--- src/rtl/fp8_operand_loader.sv ---
// Operand-pair feeder for the FP8 multiplier: synchronizes a pin strobe,
// assembles A/B byte pairs and queues them in a small FIFO with valid/ready output.
module fp8_operand_loader #(
  parameter int unsigned DEPTH = 2,
  parameter int unsigned WIDTH = 8
) (
  input  logic                       clk,
  input  logic                       rst,
  input  logic [WIDTH-1:0]           in_byte,
  input  logic                       in_strobe,
  input  logic                       flush,
  output logic [WIDTH-1:0]           op_a,
  output logic [WIDTH-1:0]           op_b,
  output logic                       op_valid,
  input  logic                       op_ready,
  output logic                       phase,
  output logic [$clog2(DEPTH+1)-1:0] count,
  output logic                       overflow
);

  localparam int unsigned PW = $clog2(DEPTH);
  localparam int unsigned CW = $clog2(DEPTH + 1);
  localparam logic [CW-1:0] FULL_COUNT = CW'(DEPTH);

  typedef enum logic {
    WAIT_A = 1'b0,
    WAIT_B = 1'b1
  } state_t;

  state_t           state_q, state_d;
  logic             s1_q, s2_q, s3_q;
  logic             cap;
  logic [WIDTH-1:0] hold_a_q, hold_a_d;
  logic [WIDTH-1:0] mem_a_q [DEPTH];
  logic [WIDTH-1:0] mem_b_q [DEPTH];
  logic [PW-1:0]    rd_ptr_q, rd_ptr_d;
  logic [PW-1:0]    wr_ptr_q, wr_ptr_d;
  logic [CW-1:0]    count_q, count_d;
  logic             overflow_q, overflow_d;
  logic             push_try, push_ok, pop;

  // Two-flop synchronizer plus a delay flop for rising-edge detection.
  always_ff @(posedge clk or posedge rst) begin
    if (rst) begin
      s1_q <= 1'b0;
      s2_q <= 1'b0;
      s3_q <= 1'b0;
    end else begin
      s1_q <= in_strobe;
      s2_q <= s1_q;
      s3_q <= s2_q;
    end
  end

  assign cap = s2_q & ~s3_q;

  always_ff @(posedge clk or posedge rst) begin
    if (rst) begin
      state_q  <= WAIT_A;
      hold_a_q <= '0;
    end else begin
      state_q  <= state_d;
      hold_a_q <= hold_a_d;
    end
  end

  always_comb begin
    state_d  = state_q;
    hold_a_d = hold_a_q;
    push_try = 1'b0;
    if (flush) begin
      state_d = WAIT_A;
    end else if (cap) begin
      case (state_q)
        WAIT_A: begin
          hold_a_d = in_byte;
          state_d  = WAIT_B;
        end
        WAIT_B: begin
          push_try = 1'b1;
          state_d  = WAIT_A;
        end
        default: state_d = WAIT_A;
      endcase
    end
  end

  assign op_valid = (count_q != '0);
  assign pop      = op_valid & op_ready & ~flush;
  // A full FIFO still accepts a push when the head leaves in the same cycle.
  assign push_ok  = push_try & ((count_q < FULL_COUNT) | pop);

  always_comb begin
    rd_ptr_d   = rd_ptr_q;
    wr_ptr_d   = wr_ptr_q;
    count_d    = count_q;
    overflow_d = overflow_q;
    if (flush) begin
      rd_ptr_d   = '0;
      wr_ptr_d   = '0;
      count_d    = '0;
      overflow_d = 1'b0;
    end else begin
      if (push_ok) wr_ptr_d = wr_ptr_q + PW'(1);
      if (pop)     rd_ptr_d = rd_ptr_q + PW'(1);
      case ({push_ok, pop})
        2'b10:   count_d = count_q + CW'(1);
        2'b01:   count_d = count_q - CW'(1);
        default: count_d = count_q;
      endcase
      if (push_try && !push_ok) overflow_d = 1'b1;
    end
  end

  always_ff @(posedge clk or posedge rst) begin
    if (rst) begin
      rd_ptr_q   <= '0;
      wr_ptr_q   <= '0;
      count_q    <= '0;
      overflow_q <= 1'b0;
    end else begin
      rd_ptr_q   <= rd_ptr_d;
      wr_ptr_q   <= wr_ptr_d;
      count_q    <= count_d;
      overflow_q <= overflow_d;
    end
  end

  always_ff @(posedge clk or posedge rst) begin
    if (rst) begin
      for (int unsigned i = 0; i < DEPTH; i++) begin
        mem_a_q[i] <= '0;
        mem_b_q[i] <= '0;
      end
    end else if (push_ok) begin
      mem_a_q[wr_ptr_q] <= hold_a_q;
      mem_b_q[wr_ptr_q] <= in_byte;
    end
  end

  assign op_a     = mem_a_q[rd_ptr_q];
  assign op_b     = mem_b_q[rd_ptr_q];
  assign phase    = state_q;
  assign count    = count_q;
  assign overflow = overflow_q;

endmodule

--- config.mk ---
export PLATFORM = sky130hd
export DESIGN_NAME = fp8_operand_loader
export DESIGN_NICKNAME = d
export VERILOG_FILES = /design/src/rtl/fp8_operand_loader.sv
export SDC_FILE = /design/constraint.sdc
export NUM_CORES = 1
export LEC_CHECK = 0
export CAP_MARGIN = 20
export CORE_MARGIN = 2
export CORE_UTILIZATION = 55
export DETAILED_ROUTE_END_ITERATION = 10
export PLACE_DENSITY = 0.8
export SYNTH_ARGS = -nofsm -noshare
export SYNTH_HDL_FRONTEND = slang
export SYNTH_SLANG_ARGS = --single-unit
--- constraint.sdc ---
create_clock -name clk -period 4.5 [get_ports clk]
set_input_delay 0.9 -clock clk [delete_from_list [all_inputs] [get_ports clk]]
set_output_delay 0.9 -clock clk [all_outputs]
set_load 0.02 [all_outputs]
Yosys cells after proc, flatten, opt, wreduce, memory -nomap -nowiden
Index checks and enable logic that the tools add are counted.
{ "op_classes": {"add_sub_neg": 4, "n_mul": 0, "div_mod_pow": 0, "n_lt_le_gt_ge": 4, "eq_ne": 2, "shifts": 0, "mux": 24, "bitwise": 10, "n_reduce_logical": 10} }
{ "op_table": {"columns": ["cell", "count"], "rows": [
  ["8-bit 2-to-1 mux", 7],
  ["16-bit bitwise mux", 2],
  ["1-bit 2-to-1 mux", 11],
  ["2-bit nonzero test", 5],
  ["8-bit demux with 1-bit select", 1],
  ["1-bit bitwise AND", 4],
  ["2-bit >= comparator, second input constant", 2],
  ["1-bit inverter with 2-bit output", 2],
  ["2-bit one-hot mux with 2 select lines", 1],
  ["1-bit inverter", 3],
  ["3-bit AND reduction", 1],
  ["3-bit nonzero test", 1],
  ["1-bit adder, second input constant", 2],
  ["2-bit by 1-bit adder with 2-bit output, second input constant", 1],
  ["2-bit by 1-bit == test with 1-bit output, second input constant", 1],
  ["2-bit == test, second input constant", 1],
  ["1-bit logical AND", 2],
  ["2-bit by 1-bit less-than comparator with 1-bit output, second input constant", 1],
  ["2-bit less-than comparator, second input constant", 1],
  ["2-bit 2-to-1 mux", 1],
  ["1-bit one-hot mux with 2 select lines", 1],
  ["2-bit by 1-bit subtractor with 2-bit output, second input constant", 1],
  ["1-bit zero test", 1],
  ["1-bit bitwise OR", 1]
]} }
{ "word_totals": {"register_bits": 49, "latch_bits": 0, "ram_bits": 0, "romBits": 0, "output_inout_bits": 21, "mem_count": 0} }

Longest topological paths before layout
Gate-level depths: netlist of the first run.
{ "depth": {"word_depth": 9, "ltp_mapped": 5, "mapped_depth_nobuf": 3} }

Least setup slack after synthesis of the first run
No wires, ideal clock.
{ "synth_path": {"path_kind": "reg2out", "startpoint": "register rd_ptr_q", "endpoint": "output op_a[2]", "arrival_time_ns": 1.377, "t_required_ns": 3.600, "setup_slack_ns": 2.223, "stages_incl_launch_ff": 4, "path_buffers": 2, "cell_sequence": "dfrtp_1 > clkbuf_1 > buf_1 > mux2_2"} }
{ "synth_between": {"elab_chain_cells": 4} }
{ "synth_rtl": {"columns": ["item", "line", "rtl"], "rows": [
  ["from (decl)", "36", "logic [PW-1:0] rd_ptr_q, rd_ptr_d;"],
  ["from (signal assigned)", "122", "rd_ptr_q <= rd_ptr_d;"],
  ["1-bit inverter with 2-bit output (implied by the code)", "141", "assign op_a = mem_a_q[rd_ptr_q];"],
  ["8-bit 2-to-1 mux (implied by the code) (3 in a row)", "141", null],
  ["to (decl)", "12", "output logic [WIDTH-1:0] op_a,"]
]} }
Every way passes these cells. The select of a mux whose other input is x is not followed.

Final worst setup path of the first run
{ "layout_path": {"startpoint": "register rd_ptr_q", "endpoint": "output op_b[0]"} }
{ "layout_between": {"elab_chain_cells": 4} }
{ "layout_rtl": {"columns": ["item", "line", "rtl"], "rows": [
  ["1-bit inverter with 2-bit output (implied by the code)", "142", "assign op_b = mem_b_q[rd_ptr_q];"],
  ["8-bit 2-to-1 mux (implied by the code) (3 in a row)", "142", null],
  ["to (decl)", "13", "output logic [WIDTH-1:0] op_b,"]
]} }
Every way passes these cells. The select of a mux whose other input is x is not followed.

==> out/metrics.cfg, run 1 <==
[worst_setup_path]
rrSetupSlack_ns = 2.61
r2r-start = s3_q
startpoint_type = flip-flop
path_max_fanout = 17
critPathLaunch = rd_ptr_q
cp.arrival_ns = 2.12
reg2reg_to = hold_a_q[5]
crit_required_ns = 3.60
critical_path_class = flip-flop to output pin
rr_worst_depth = 3
critPathCaptureType = output pin

[sta]
rsz0062_at_grt = no
skew_ns = 0.006192
worst_pin_slew_ns = 0.8577
min_period_ns = 3.024
clock.fmax_mhz = 330.7
drv_slew = 0
finalSetupTns_ns = 0
hold_violations = 0
max_slew_margin_pct = 42.57
finalCritPeriodShare_pct = 67.19
finalSetupViolCount = 0

[clock_network]
ctsLongestPathBuffers = 2
cts.sinks = 49
postCtsHoldBufs = 0
cts_tree = done
clk_pin_slew_ns = 0.08
cts-root-buf = clkbuf_8
cts_setup_buffers = 0
post_cts_resized = 0
numCtsBuffers = 5
htree_num_levels = 2
insertion_delay_ns = 0.29

[synth]
ys.warnings.count = 0
ys_seq_area_share_pct = 57.14
synthCells = 139
synth_flop_cell = dfrtp_1
synth_edf_count = 0
synthDistinctLibCells = 27
yosys.area.top_type = dfrtp_1
async_flop_share_pct = 100.0
yosys.area.top_type_share_pct = 57.14
syn_area_sq_um = 2146
synth.area.top_cells = dfrtp_1 57%, mux2_2 25%, mux2_4 6.3%
syn_area_per_cell_sq_um = 15.44
syn_nets = 152
ys_ff_latch = 49
yosysMostFrequentCell = dfrtp_1
synth_commonest_cells = 49 x dfrtp_1, 48 x mux2_2, 9 x mux2_4

[grt]
gr-total-overflow = 0
grtUsageTotal_pct = 19.12
grt_pass1_wl_um = 6216
grt_pass1_vias = 1271
antenna_found_initial = 0
grt_max_degree = 50

[route]
ant_nets = 0
dr.first_iter.drc_count = 69
dr.pass1.iters = 4
via_per_inst = 5.402
dr_total_vias = 1210
routedWlPerCell_um = 16.21
drcViolationCount = 0
wl_um = 3631

[place]
place_inst = 215
portBuffers = 33
dp_hpwl_um = 2456
place_area_sq_um = 2501
gp_congestion = 0.7771

[floorplan]
die_area_sq_um = 4417
initial_core_util_pct = 57.74
rows = 22
io_pins = 34
core-area_sq_um = 3716
die_h_um = 66.46
dieWidth_um = 66.46

[hold_path]
min_to = s2_q
hold_path.class = flip-flop to flip-flop
min-delay-start = s1_q
min_path_cells = 0

[pwr]
p_switching_uw = 307.9
leakagePower_nw = 1.189
p_comb_share_pct = 28.7
finalPower_mw = 1.117
seq_power_share_pct = 49.3
powerDensity_nw_per_um2 = 428.4
p_int_uw = 809.0
pwr-share-clk_pct = 22.0
ir_worst_vdd_mv = 0.3306
sw_frac_of_total_pct = 27.57

[layout]
final_area_sq_um = 2608
nNetsFinal = 188
num_antenna_cells = 0
drive_gt1_share_pct = 42.05
final_util_pct = 70.17
area_delta_synth_final_pct = 21.52
stdcell_count = 224

[status]
status = finished clean

[job]
cap_violations = 0

power by group through the flow:
stage | clock network (mW) | logic [mW] | registers, mW
after detailed placement | 0 | 0.322 | 0.559
after floorplan | 0 | 0.201 | 0.546
after global placement | 0 | 0.315 | 0.553
after global routing | 0.275 | 0.343 | 0.561
final | 0.245 | 0.321 | 0.550
after CTS | 0.253 | 0.324 | 0.551
cell families after synthesis:
logic type	Yosys count	share of synthesized area [%]
AND/OR/NAND/NOR	18	6.940
AO/OA/AOI/OAI	7	1.807
multiplexers	57	31.49
XOR/XNOR	2	0.8165
buffers and inverters	6	1.807
flip-flops	49	57.14
routing by layer:
metal  global-route usage (%)  routed length, um  up-vias
met2                    31.87               1847       21
met3                    4.561                123        4
met1                    25.28               1637      619
li1                         -                  -      566
met5                        0                  0        -
met4                    4.592                 23        0
layout by cell type, fill, tap and decap left out, drive strengths merged, types with 2 or more instances in the layout:
master / count
a31oi: 3
clkbuf: 5
clkdlybuf4s50: 33
clkinv: 2
dfrtp: 49
mux2: 57
nand2: 2
nor2: 3
nor2b: 2
o21ai: 3
or3: 2
how the worst max path moves through the flow:
stage                     slack, ns    endpoint
after CTS                      1.44     op_a[0]
after detailed placement       1.72  mem_a_q[4]
final                          1.48     op_b[0]
after global routing           1.39     op_a[5]
after floorplan                2.22     op_a[2]
after global placement         1.77  mem_b_q[7]
critical path, stage by stage (launching register included):
cell             delay (ns)
dfrtp_1                0.86
mux2_2                 0.42
clkdlybuf4s50_1        0.55
through the flow:
| step | hold WS [ns] | setup slack (ns) |
|---|---|---|
| 2_1_floorplan | 0.3312 | 2.223 |
| 3_3_place_gp | 0.3339 | 1.768 |
| 3_5_place_dp | 0.3372 | 1.716 |
| 4_1_cts | 0.3688 | 1.443 |
| 5_1_grt | 0.3856 | 1.391 |
| 6_report | 0.3667 | 1.476 |
flip-flops by register name, summed over array words and instances (netlist names):
register and count:
hold_a_q 8, overflow 1, mem_b_q 16, phase 1, s1_q 1, s2_q 1, s3_q 1, wr_ptr_q 1
rd_ptr_q 1, mem_a_q 16, count 2
final cells by class:
class	instances	area (sq um)
timing repair buffer	34	350.3
tap	48	60.06
fill	274	1109
sequential	49	1226
clock inverter	3	17.52
clock buffer	5	68.82
multi-input combinational	84	880.8
inverter	1	3.754
Note: power is estimated with default switching activity, not from simulation.
==> run 2, diff against run 1 <==
Settings changed: CORE_UTILIZATION 55 to 53, PLACE_DENSITY 0.8 to 0.77.
Clock period 4.5 ns to 3.1 ns, I/O delays scaled along.
==> out/metrics.cfg, run 2 (synthesized netlist as in run 1, its figures left out) <==
[route]
dr.first_iter.drc_count = 40  ; was 69
ant_nets = 0  ; unchanged
dr_total_vias = 1224  ; was 1210
dr.pass1.iters = 4  ; unchanged
drcViolationCount = 0  ; unchanged
routedWlPerCell_um = 16.46  ; was 16.21 um
via_per_inst = 5.368  ; was 5.402
wl_um = 3753  ; was 3631 um

[sta]
clock.fmax_mhz = 406.7
finalCritPeriodShare_pct = 79.31
skew_ns = 0.002547  ; was 0.006192 ns
hold_violations = 0  ; unchanged
holdWs_ns = 0.3598  ; was 0.3667 ns
min_period_ns = 2.459
finalSetupViolCount = 0  ; unchanged
drv_slew = 0  ; unchanged
finalSetupTns_ns = 0  ; unchanged
max_slew_margin_pct = 65.10  ; was 42.57%
rsz0062_at_grt = no  ; unchanged
worst_pin_slew_ns = 0.5206  ; was 0.8577 ns

[worst_setup_path]
path_cells = buf_4 -> mux2_2 -> clkdlybuf4s50_1  ; was mux2_2 -> clkdlybuf4s50_1
critical_path_class = flip-flop to output pin  ; unchanged
cp_slowest_stage_delay_ns = 0.54  ; was 0.86 ns
cp_slowest_cell = clkdlybuf4s50_1  ; was dfrtp_1
cp.buffers_inverters = 2  ; was 1
startpoint_type = flip-flop  ; unchanged
cp.arrival_ns = 1.84  ; was 2.12 ns
cpLargestDelayFamily = buffers and inverters  ; was flip-flops
critPathCaptureType = output pin  ; unchanged
path_max_fanout = 16  ; was 17
crit_required_ns = 2.48  ; was 3.60 ns

[floorplan]
die_area_sq_um = 4574  ; was 4417 sq um
dieWidth_um = 67.63  ; was 66.46 um
initial_core_util_pct = 54.43  ; was 57.74%
io_pins = 34  ; unchanged
die_h_um = 67.63  ; was 66.46 um
rows = 23  ; was 22
core-area_sq_um = 3943  ; was 3716 sq um

[clock_network]
cts_setup_buffers = 0  ; unchanged
numCtsBuffers = 5  ; unchanged
cts_tree = done  ; unchanged
postCtsHoldBufs = 0  ; unchanged
post_cts_resized = 0  ; unchanged
clk_pin_slew_ns = 0.08  ; about the same
cts-root-buf = clkbuf_8  ; unchanged
ctsLongestPathBuffers = 2  ; unchanged
cts.sinks = 49  ; unchanged
htree_num_levels = 2  ; unchanged
insertion_delay_ns = 0.30  ; was 0.29 ns

[layout]
final_common_cell = dfrtp_1  ; unchanged
final_cell_mix = 49 x dfrtp_1, 48 x mux2_2, 33 x clkdlybuf4s50_1, 9 x mux2_4, 7 x clkbuf_8  ; was 49 x dfrtp_1, 48 x mux2_2, 33 x clkdlybuf4s50_1, 9 x mux2_4, 5 x clkbuf_8
stdcell_count = 228  ; was 224
area_delta_synth_final_pct = 23.03  ; was 21.52%
biggestRegsByFlops = mem_a_q (16), mem_b_q (16), hold_a_q (8)  ; unchanged
nNetsFinal = 190  ; was 188
drive_gt1_share_pct = 42.70  ; was 42.05%
num_antenna_cells = 0  ; unchanged

[place]
dp_hpwl_um = 2473  ; was 2456 um
gp_congestion = 0.8052  ; was 0.7771
place_inst = 219  ; was 215
portBuffers = 33  ; unchanged

[job]
cap_violations = 0  ; unchanged

[grt]
antenna_found_initial = 0  ; unchanged
grt_pass1_wl_um = 6037  ; was 6216 um
grtUsageTotal_pct = 18.38  ; was 19.12%
grt_max_degree = 50  ; unchanged
grt_pass1_vias = 1323  ; was 1271
gr-total-overflow = 0  ; unchanged

[status]
status = finished clean  ; unchanged

[pwr]
powerDensity_nw_per_um2 = 631.0  ; was 428.4 nW/um^2
finalPower_mw = 1.666  ; was 1.117 mW
leakagePower_nw = 1.210  ; was 1.189 nW
ir_worst_vdd_mv = 0.3095  ; was 0.3306 mV

[hold_path]
hold_path.class = flip-flop to flip-flop  ; unchanged

[run 2: layout make-up]
| type | instances | area [sq um] |
|---|---|---|
| Tap cell | 50 | 62.56 |
| Timing Repair Buffer | 36 | 365.4 |
| Clock buffer | 7 | 96.34 |
| Fill cell | 296 | 1303 |
| Sequential cell | 49 | 1226 |
| Multi-Input combinational cell | 84 | 880.8 |
| Clock inverter | 1 | 5.005 |
| Inverter | 1 | 3.754 |
[run 2: final timing paths]
check | start | cells past startpoint | endpoint | slack [ns]
worst min register to register | s1_q | 0 | s2_q | 0.36
worst max register to register | phase | 3 | mem_a_q[4] | 1.42
worst min-delay path | s1_q | 0 | s2_q | 0.36
min in group asynchronous | rst | 2 | mem_b_q[15] | 0.58
max in group asynchronous | rst | 3 | phase | 2.04
worst max-delay path | rd_ptr_q | 3 | op_b[5] | 0.64
[run 2: report_power, final]
group          switching [mW]  internal [mW]
Clock                   0.201          0.202
Combinational           0.185          0.280
Sequential             0.0590          0.739
Total                   0.445           1.22
[run 2: routing by layer]
| layer | share of wire, % | GRT usage, % |
|---|---|---|
| met5 | 0 | 0 |
| met4 | 1.1 | 7.653 |
| met3 | 3.6 | 4.333 |
| met2 | 51 | 32.35 |
| met1 | 44 | 21.30 |
[run 2: worst reg2reg max path, stage by stage, from the launching register on]
cell and delay (ns):
dfrtp_1 0.50, and4bb_2 0.29, nand3_2 0.36, mux2_2 0.43
[run 2: stage by stage]
stage / setup WS [ns] / util, % / area, sq um
after CTS: 0.6164 / 66.46 / 2620
after global placement: 0.6391 / 63.88 / 2519
final: 0.6414 / 66.96 / 2640
after detailed placement: 0.5761 / 63.88 / 2519
after floorplan: 1.103 / - / 2146
after global routing: 0.5563 / 66.96 / 2640
==> run 3, diff against run 2 <==
Settings changed: CORE_UTILIZATION 53 to 47, PLACE_DENSITY 0.77 to 0.72.
Clock period 3.1 ns to 2.16 ns, I/O delays scaled along.
==> out/metrics.cfg, run 3 (synthesized netlist as in run 1, its figures left out) <==
[layout]
area_delta_synth_final_pct = 24.90  ; was 23.03%
num_antenna_cells = 0  ; unchanged
nNetsFinal = 194  ; was 190
final_common_cell = dfrtp_1  ; unchanged
drive_gt1_share_pct = 43.65  ; was 42.70%
biggestRegsByFlops = mem_a_q (16), mem_b_q (16), hold_a_q (8)  ; unchanged
final_cell_mix = 49 x dfrtp_1, 48 x mux2_2, 17 x clkdlybuf4s50_1, 16 x dlygate4sd2_1, 9 x mux2_4  ; was 49 x dfrtp_1, 48 x mux2_2, 33 x clkdlybuf4s50_1, 9 x mux2_4, 7 x clkbuf_8

[hold_path]
min-delay-start = s1_q  ; unchanged
min_to = s2_q  ; unchanged
hold_path.class = flip-flop to flip-flop  ; unchanged
min_path_cells = 0  ; unchanged

[route]
dr.pass1.iters = 4  ; unchanged
drcViolationCount = 0  ; unchanged
routedWlPerCell_um = 16.44  ; was 16.46 um
dr.first_iter.drc_count = 35  ; was 40
dr_total_vias = 1241  ; was 1224
ant_nets = 0  ; unchanged
wl_um = 3831  ; was 3753 um
via_per_inst = 5.326  ; was 5.368

[clock_network]
cts-root-buf = clkbuf_8  ; unchanged
postCtsHoldBufs = 0  ; unchanged
cts_tree = done  ; unchanged
cts.sinks = 49  ; unchanged
numCtsBuffers = 5  ; unchanged
insertion_delay_ns = 0.30  ; about the same
htree_num_levels = 2  ; unchanged
clk_pin_slew_ns = 0.09  ; was 0.08 ns
ctsLongestPathBuffers = 2  ; unchanged

[worst_setup_path]
critical_path_class = flip-flop to output pin  ; unchanged
cp.buffers_inverters = 1  ; was 2
cp.arrival_ns = 1.61  ; was 1.84 ns
startpoint_type = flip-flop  ; unchanged
crit_required_ns = 1.73  ; was 2.48 ns
critPathCaptureType = output pin  ; unchanged
rr_worst_depth = 3  ; unchanged
rrSetupSlack_ns = 0.58  ; was 1.42 ns
path_depth = 2  ; was 3
reg2reg_to = mem_a_q[11]  ; was mem_a_q[4]
cp_slowest_stage_delay_ns = 0.53  ; was 0.54 ns
cpLargestDelayFamily = buffers and inverters  ; unchanged
r2r-start = count[1]  ; was phase
path_cells = or2_2 -> clkdlybuf4s50_1  ; was buf_4 -> mux2_2 -> clkdlybuf4s50_1
cp_slowest_cell = clkdlybuf4s50_1  ; unchanged
path_max_fanout = 9  ; was 16

[sta]
clock.fmax_mhz = 489.1
finalSetupTns_ns = 0  ; unchanged
min_period_ns = 2.045
worst_pin_slew_ns = 0.5482  ; was 0.5206 ns
max_slew_margin_pct = 63.40  ; was 65.10%
skew_ns = 0.007893  ; was 0.002547 ns
holdWs_ns = 0.3643  ; was 0.3598 ns
finalCritPeriodShare_pct = 94.66
drv_slew = 0  ; unchanged
rsz0062_at_grt = no  ; unchanged
finalSetupViolCount = 0  ; unchanged
hold_violations = 0  ; unchanged

[grt]
grt_pass1_wl_um = 6582  ; was 6037 um
grt_pass1_vias = 1416  ; was 1323
grt_max_degree = 26  ; was 50
gr-total-overflow = 0  ; unchanged
grtUsageTotal_pct = 16.80  ; was 18.38%
antenna_found_initial = 0  ; unchanged

[floorplan]
die_area_sq_um = 5122  ; was 4574 sq um
core-area_sq_um = 4384  ; was 3943 sq um
die_h_um = 71.57  ; was 67.63 um
initial_core_util_pct = 48.94  ; was 54.43%
dieWidth_um = 71.57  ; was 67.63 um
rows = 24  ; was 23
io_pins = 34  ; unchanged

[place]
portBuffers = 33  ; unchanged
gp_congestion = 0.7685  ; was 0.8052
dp_hpwl_um = 2664  ; was 2473 um

[job]
cap_violations = 0  ; unchanged

[pwr]
leakagePower_nw = 1.282  ; was 1.210 nW
powerDensity_nw_per_um2 = 884.6  ; was 631.0 nW/um^2
ir_worst_vdd_mv = 0.5026  ; was 0.3095 mV
finalPower_mw = 2.371  ; was 1.666 mW

[status]
status = finished clean  ; unchanged

run 3: cell count changes in the layout (fill, tap and decap cells not counted):
cell,change
buf_4,+2
clkbuf_8,-2
bufinv_16,+1
clkdlybuf4s50_1,-16
dlygate4sd2_1,+16
buf_12,+2
run 3: where the power goes:
part / internal (mW) / switching (mW) / total [mW]
clock: 0.337 / 0.289 / 0.625
combinational: 0.332 / 0.264 / 0.597
sequential: 1.06 / 0.0875 / 1.15
run 3: metrics by stage:
| step | std cells | utilization (%) | worst slack, ns | area (sq um) |
|---|---|---|---|---|
| 5_1_grt | 233 | 61.13 | 0.07315 | 2680 |
| 2_1_floorplan | 139 | - | 0.3507 | 2146 |
| 6_report | 233 | 61.13 | 0.1154 | 2680 |
| 4_1_cts | 233 | 61.13 | 0.1065 | 2680 |
| 3_5_place_dp | 226 | 59.22 | 0.1086 | 2596 |
| 3_3_place_gp | 226 | 59.22 | 0.1360 | 2596 |
run 3: final cells by class:
class | count | area, sq um
Sequential cell | 49 | 1226
Multi-Input combinational cell | 84 | 880.8
Inverter | 1 | 3.754
Tap cell | 52 | 65.06
Fill cell | 333 | 1704
Timing Repair Buffer | 40 | 400.4
Clock buffer | 5 | 68.82
Clock inverter | 2 | 35.03
run 3: how the worst max path moves through the flow:
| stage | start | endpoint |
|---|---|---|
| after floorplan | rd_ptr_q | op_a[2] |
| after global placement | flush | mem_b_q[15] |
| after detailed placement | flush | mem_a_q[15] |
| after CTS | count[1] | op_valid |
| after global routing | count[1] | op_valid |
| final | count[1] | op_valid |
run 3: what timing repair did:
action,CTS,global route
setup buffers,0,0
resized for setup,16,0
setup endpoints to repair,16,0
run 3: layer usage:
layer / global-route usage, % / vias to the layer above / part of all wire, %
met3: 3.516 / 5 / 3.0
met2: 28.09 / 21 / 51
met1: 20.86 / 638 / 44
li1: - / 577 / -
met5: 0 / - / 0
met4: 7.966 / 0 / 1.5
